### src/rtl/sigmoid_pkg.sv
// Shared constants for the interpolated sigmoid: the default 16-entry table for
// the 8-bit geometry and a generic signed saturation helper.
package sigmoid_pkg;

    localparam int DEF_DATA_W = 8;
    localparam int DEF_ADDR_W = 4;

    // Indexed by the two's-complement segment number: 0..7 positive, 8..15 negative.
    localparam logic signed [7:0] SIGMOID_LUT16_W8 [16] = '{
        8'sd8,  8'sd11, 8'sd14, 8'sd15, 8'sd15, 8'sd15, 8'sd15, 8'sd15,
        8'sd0,  8'sd0,  8'sd0,  8'sd0,  8'sd0,  8'sd0,  8'sd1,  8'sd4
    };

    function automatic logic signed [31:0] sat_signed(input logic signed [31:0] v,
                                                      input int unsigned     w);
        logic signed [31:0] hi;
        logic signed [31:0] lo;
        hi = (32'sd1 <<< (w - 1)) - 32'sd1;
        lo = -(32'sd1 <<< (w - 1));
        if (v > hi)
            return hi;
        else if (v < lo)
            return lo;
        else
            return v;
    endfunction

endpackage

### src/rtl/sigmoid_lut_ram.sv
// Sigmoid table register file: one write port and two combinational reads
// returning the segment base and its right-hand neighbour.
module sigmoid_lut_ram
    import sigmoid_pkg::*;
#(
    parameter int DATA_W = 8,
    parameter int ADDR_W = 4
) (
    input  logic                     clk,
    input  logic                     wr_en_i,
    input  logic [ADDR_W-1:0]        wr_addr_i,
    input  logic signed [DATA_W-1:0] wr_data_i,
    input  logic [ADDR_W-1:0]        rd_addr_i,
    output logic signed [DATA_W-1:0] base_o,
    output logic signed [DATA_W-1:0] nxt_o
);

    localparam int DEPTH = 1 << ADDR_W;
    localparam logic [ADDR_W-1:0] MAX_POS = ADDR_W'((1 << (ADDR_W - 1)) - 1);

    typedef logic signed [DATA_W-1:0] table_t [DEPTH];

    function automatic table_t init_table();
        table_t t;
        for (int i = 0; i < DEPTH; i++) begin
            if (DATA_W == DEF_DATA_W && ADDR_W == DEF_ADDR_W)
                t[i] = DATA_W'(SIGMOID_LUT16_W8[4'(i)]);
            else
                t[i] = '0;
        end
        return t;
    endfunction

    // Contents live outside the reset domain so rst never disturbs the table.
    table_t mem_q = init_table();

    logic [ADDR_W-1:0] nxt_idx;

    always_ff @(posedge clk) begin
        if (wr_en_i)
            mem_q[wr_addr_i] <= wr_data_i;
    end

    // Segment -1 interpolates toward segment 0; the top positive segment saturates flat.
    always_comb begin
        nxt_idx = rd_addr_i + ADDR_W'(1);
        if (rd_addr_i == '1)
            nxt_idx = '0;
        else if (rd_addr_i == MAX_POS)
            nxt_idx = rd_addr_i;
    end

    assign base_o = mem_q[rd_addr_i];
    assign nxt_o  = mem_q[nxt_idx];

endmodule

### src/rtl/sigmoid_interp_lut.sv
// Piecewise-linear sigmoid: LUT lookup, slope multiply, add and saturate
// through a three-stage pipeline with ready/valid flow control.
module sigmoid_interp_lut
    import sigmoid_pkg::*;
#(
    parameter int DATA_W = 8,
    parameter int ADDR_W = 4
) (
    input  logic                     clk,
    input  logic                     rst,
    input  logic                     in_valid,
    output logic                     in_ready,
    input  logic signed [DATA_W-1:0] x,
    output logic                     out_valid,
    input  logic                     out_ready,
    output logic signed [DATA_W-1:0] y,
    input  logic                     wr_en,
    input  logic [ADDR_W-1:0]        wr_addr,
    input  logic signed [DATA_W-1:0] wr_data
);

    localparam int FRAC_W = DATA_W - ADDR_W;
    localparam int PROD_W = DATA_W + FRAC_W + 1;
    localparam int SUM_W  = DATA_W + 2;

    logic                     adv;
    logic [ADDR_W-1:0]        addr;
    logic [FRAC_W-1:0]        frac;
    logic signed [DATA_W-1:0] base;
    logic signed [DATA_W-1:0] nxt;

    logic                     vld_p1_q;
    logic signed [DATA_W-1:0] base_p1_q;
    logic signed [DATA_W-1:0] nxt_p1_q;
    logic [FRAC_W-1:0]        frac_p1_q;

    logic signed [DATA_W:0]   diff_p1;
    logic signed [PROD_W-1:0] prod_p2_d;
    logic                     vld_p2_q;
    logic signed [DATA_W-1:0] base_p2_q;
    logic signed [PROD_W-1:0] prod_p2_q;

    logic signed [SUM_W-1:0]  sum_p2;
    logic signed [DATA_W-1:0] y_d;
    logic                     vld_p3_q;
    logic signed [DATA_W-1:0] y_q;

    // The whole pipe moves as one unit; only a held output blocks it.
    assign adv      = !vld_p3_q || out_ready;
    assign in_ready = adv;

    assign addr = x[DATA_W-1 -: ADDR_W];
    assign frac = x[FRAC_W-1:0];

    sigmoid_lut_ram #(
        .DATA_W (DATA_W),
        .ADDR_W (ADDR_W)
    ) u_lut (
        .clk       (clk),
        .wr_en_i   (wr_en),
        .wr_addr_i (wr_addr),
        .wr_data_i (wr_data),
        .rd_addr_i (addr),
        .base_o    (base),
        .nxt_o     (nxt)
    );

    // Stage 1: capture segment endpoints and fraction
    always_ff @(posedge clk) begin
        if (rst)
            vld_p1_q <= 1'b0;
        else if (adv)
            vld_p1_q <= in_valid;
    end

    always_ff @(posedge clk) begin
        if (adv) begin
            base_p1_q <= base;
            nxt_p1_q  <= nxt;
            frac_p1_q <= frac;
        end
    end

    // Stage 2: slope times fraction
    assign diff_p1   = (DATA_W + 1)'(nxt_p1_q) - (DATA_W + 1)'(base_p1_q);
    assign prod_p2_d = PROD_W'(diff_p1) * $signed({{(PROD_W - FRAC_W){1'b0}}, frac_p1_q});

    always_ff @(posedge clk) begin
        if (rst)
            vld_p2_q <= 1'b0;
        else if (adv)
            vld_p2_q <= vld_p1_q;
    end

    always_ff @(posedge clk) begin
        if (adv) begin
            base_p2_q <= base_p1_q;
            prod_p2_q <= prod_p2_d;
        end
    end

    // Stage 3: add the floored increment and saturate
    assign sum_p2 = SUM_W'(base_p2_q) + SUM_W'(prod_p2_q >>> FRAC_W);
    assign y_d    = DATA_W'(sat_signed(32'(sum_p2), DATA_W));

    always_ff @(posedge clk) begin
        if (rst) begin
            vld_p3_q <= 1'b0;
            y_q      <= '0;
        end else if (adv) begin
            vld_p3_q <= vld_p2_q;
            y_q      <= y_d;
        end
    end

    assign out_valid = vld_p3_q;
    assign y         = y_q;

endmodule

### config.mk
export PLATFORM = sky130hd
export DESIGN_NAME = sigmoid_interp_lut
export DESIGN_NICKNAME = d
export VERILOG_FILES = /design/src/rtl/sigmoid_pkg.sv /design/src/rtl/sigmoid_lut_ram.sv /design/src/rtl/sigmoid_interp_lut.sv
export SDC_FILE = /design/constraint.sdc
export NUM_CORES = 1
export LEC_CHECK = 0
export ABC_CLOCK_PERIOD_IN_PS = 9100
export CORE_ASPECT_RATIO = 1.5
export CORE_MARGIN = 5
export CORE_UTILIZATION = 44
export DETAILED_ROUTE_END_ITERATION = 6
export HOLD_SLACK_MARGIN = 0.08
export PLACE_DENSITY = 0.6
export REMOVE_ABC_BUFFERS = 1
export SYNTH_ARGS = -nofsm -noshare
export SYNTH_HDL_FRONTEND = slang
export SYNTH_SLANG_ARGS = --single-unit
### constraint.sdc
create_clock -name clk -period 9.1 [get_ports clk]
set_input_delay 1.82 -clock clk [delete_from_list [all_inputs] [get_ports clk]]
set_output_delay 1.82 -clock clk [all_outputs]
set_load 0.05 [all_outputs]
# After elaboration in Yosys (flattened, before gate mapping)
# Memories as Yosys holds them, arrays and structs flattened. A register that Yosys moved wholly into a read port is not among the register bits.
# Index checks and enable logic that the tools add are counted.
# op_classes
addsub,3
mul,1
magnitude_cmp,2
eq_ne,2
n_mux,6
reduce_logical,2
# ops
cell,count
two-way mux 8 bit,2
multiplier 9 x 5 -> 13 bit,1
adder 8 x 9 -> 10 bit,1
"greater-than comparator 10 x 8 -> 1 bit, second input constant",1
"less-than comparator 10 x 8 -> 1 bit, second input constant",1
subtractor 8 x 8 -> 9 bit,1
two-way mux 4 bit,2
"adder 4 x 1 -> 4 bit, second input constant",1
"== test 4 x 3 -> 1 bit, second input constant",1
"== test 4 bit, second input constant",1
two-way mux 1 bit,2
logical NOT 1 bit,1
logical OR 1 bit,1
# totals
reg_bits,36
mem_bits_rw,128
in_bits,25
memories,1
# memory_table
memory,depth,width,rd,rd_ports_with_merged_regs,wr,line,source
u_lut.mem_q,16,8,2,2,1,sigmoid_lut_ram.sv:35,table_t mem_q = init_table();

# Depth between registers and ports, before layout
# depth
ltp_word,4
mapped_depth,22
mapped_depth_nobuf,22

# Hierarchy
# Synthesis repeated with hierarchy kept, for this count alone.
# unflattened
cells_unflattened,727
hier_area_um2,9894.5
# modules_own_cells
module,instances,cells_per_inst,area_each_um2,seq_area_each_um2
sigmoid_lut_ram,1,374,6278.5,3843.7
sigmoid_interp_lut,1,353,3616.0,1331.3

# Worst setup path before layout
# Ideal clock, no wire load.
# synth_timing
kind,input to output
startpoint,in out_ready
endpoint,out in_ready
t_arrival_ps,3022
t_required_ps,7280
slack_ps,4258
cell_stages,2
path_cell_list,nor2b_1 -> inv_1
# synth_via
elab_chain_len,1
# synth_lines
item,line,source
start: declaration,sigmoid_interp_lut.sv:15,"input logic out_ready,"
logical OR 1 bit,sigmoid_interp_lut.sv:49,assign adv = !vld_p3_q || out_ready;
end: declaration,sigmoid_interp_lut.sv:12,"output logic in_ready,"
# Every way passes these cells.

# Final worst setup path
# Same ends and word-level chain as after synthesis.

==> metrics.txt <==
Die Area=0.0255 sq mm; prevailing post-synth register cell=edfxtp_1; Required @ worst endpoint=7280 ps; Post-CTS Resized=0; PwrDens=268 mW/mm^2; Synth top area share=between 50% and 60%; clk slew on worst S/H paths=60 ps; largest cells by area after synthesis=edfxtp_1 (50%), mux4_2 (9.2%), nand2_1 (5.8%); CP startpoint kind=primary input; Routability Congestion=just under 0.8; WL per Instance=just under 20 microns; Post-synth EDFFs=roughly 170; Top Ports=35; ant diodes=0; Routed Antenna Nets=0; vias=6201; initial antenna violation count=0; final core utilization=49.4%; post-layout min period=between 5000 and 6000 ps; area of the core=0.0222 sq mm; worst slew pin tran=1260 ps; max-slew violation count=0; fill count=1895; Die Wd=132 microns; status=finished, final reports clean; initial core utilization=44.3%; Rows=67; Total GRT Usage=between 15 and 20%; Slew headroom=15.7%; Synth Register Bits=between 150 and 200; top fanout value on the critical path=43; total clock sinks=176; largest net degree at the start of global routing=65; worst skew pair latency=430 ps; synthesized instance count=778; CTS Buf Count=17; critical path type=in2out; Vias/cell=5.66; drt drc=0; worst clock skew=8.38 ps; Setup crit end kind=output port; drt first pass iters=5; Leak Pwr=4.05 nW; unrepaired setup endpoints after global routing=false; IO buf count=34; CTS tree=yes; final worst-path cycle share=a little over three fifths; CTS Buffer Depth=2; r2r setup slk=between 3000 and 4000 ps; Layout area overhead=11.7%; Hold Crit Class=reg2reg; Routed WL=21500 microns; chip height=roughly 190 microns; DRT iter0 DRCs=365; worst path arrival time=3880 ps; number of global-route vias before repair=approximately 6600; share of cells above drive strength 1=14.2%; CTS root buf=clkbuf_16; Final Hold Viols=0; fmax=0.175 GHz; syn_area_per_cell=12.6 sq um; H-tree levels=4; ys async rst share=0%; total of max-cap violations=0; grt ovf=0; largest area contributor in the netlist=edfxtp_1; Ys Warns=0; hold buffer count at CTS=0; final setup violation count=0; final setup TNS=0 ps; Setup Fix Bufs, Post-CTS=0; area occupied by multi-input gates=0.00427 sq mm; Mapped Area=a little under 0.01 sq mm; Peak VDD IR=0.150 mV; register area=0.00517 sq mm; share of the yosys chip area belonging to registers=52.6%; post-DP HPWL=14700 microns; Yosys cell types=63; first-pass GRT wire length=roughly 34000 microns; Final #Nets=approximately 900
registers in the layout, summed over array words and instances (netlist names):
| register | cells |
|---|---|
| frac_p1_q | 4 |
| u_lut.mem_q | 128 |
| base_p2_q | 8 |
| prod_p2_q | 9 |
| y | 8 |
| out_valid | 1 |
| vld_p1_q | 1 |
| base_p1_q | 8 |
| vld_p2_q | 1 |
| nxt_p1_q | 8 |
power breakdown:
group	internal [W]	total, W	switching [W]
combinational	0.000521	0.00119	0.000666
clock	0.000409	0.000725	0.000316
sequential	0.00100	0.00103	0.0000320
total	0.00193	0.00295	0.00101
synthesized netlist by cell type (all sizes together) (2+ instances only):
cell    instances
a211oi          3
a21boi          2
a21o            3
a21oi          14
a221o           7
a22o            2
a311o           8
a311oi         17
a31oi           9
and2           22
and4b           2
buf            26
clkbuf         10
dfxtp          11
edfxtp        165
fa             19
ha             39
inv            50
mux2            8
mux4           40
nand2         152
nand2b          6
nand3          21
nand3b         11
nor2           51
nor2b          11
nor3            8
o211ai          9
o21a            3
o21ai          12
xnor2          16
xor2            5
logic make-up (layout without fill, tap and decap cells):
family | after synthesis | after routing | synth area share, %
multiplexers | 48 | 48 | 10.4
AND/OR/NAND/NOR | 290 | 290 | 13.6
buffers and inverters | 86 | 127 | 4.39
AO/OA/AOI/OAI | 99 | 99 | 8.33
flip-flops | 176 | 176 | 52.6
XOR/XNOR | 21 | 21 | 1.87
adder cells (fa/ha/maj) | 58 | 58 | 8.83
metal layers:
metal,track usage (%),share of wire (%)
met1,18.6,37
met2,34.2,58
met3,2.88,3.1
met4,6.18,2.2
met5,0,0
final timing paths:
| check | end | start | cells after the start |
|---|---|---|---|
| worst max register to register | prod_p2_q[12] | base_p1_q[1] | 20 |
| worst min-delay path | vld_p1_q | vld_p1_q | 2 |
| worst min register to register | vld_p1_q | vld_p1_q | 2 |
| worst max-delay path | in_ready | out_ready | 5 |
worst max-delay path, stage by stage:
cell and delay, ps:
clkdlybuf4s50_1 400, nor2b_1 440, clkinv_1 130, buf_4 320, clkdlybuf4s50_1 770
layout by cell type (no fill, tap or decap), drive strengths merged, types with 5 or more instances in the layout:
cell           count
a31oi              9
a21oi             14
edfxtp           165
xor2               5
buf               12
clkinvlp           5
mux4              40
nand2b             6
clkdlybuf4s50     33
nand3             21
a221o              7
nand3b            11
ha                39
o21ai             12
dfxtp             11
xnor2             16
o211ai             9
nand2            152
nor3               8
nor2b             11
a311o              8
and2              22
inv               54
fa                19
a311oi            17
nor2              51
clkbuf            18
mux2               8
layout make-up:
cell class              instances  share of cell area, %
inverters                      50                   1.71
flip-flops and latches        176                   47.1
clock inverters                14                   1.41
repair buffers                 45                   3.80
well taps                     276                   3.14
clock buffers                  18                   3.91
multi-input cells             516                   38.9
stage by stage:
step	total power [W]	worst slack, ps	area (sq um)	hold slack, ps	instances
after floorplan	0.00198	3780	9590	426	742
after global placement	0.00220	3370	10400	443	1063
after detailed placement	0.00225	3370	10400	453	1063
after CTS	0.00298	3370	11000	462	1095
after global routing	0.00316	3220	11000	496	1095
final	0.00295	3400	11000	458	1095
Power figures use the tool's default switching activity.
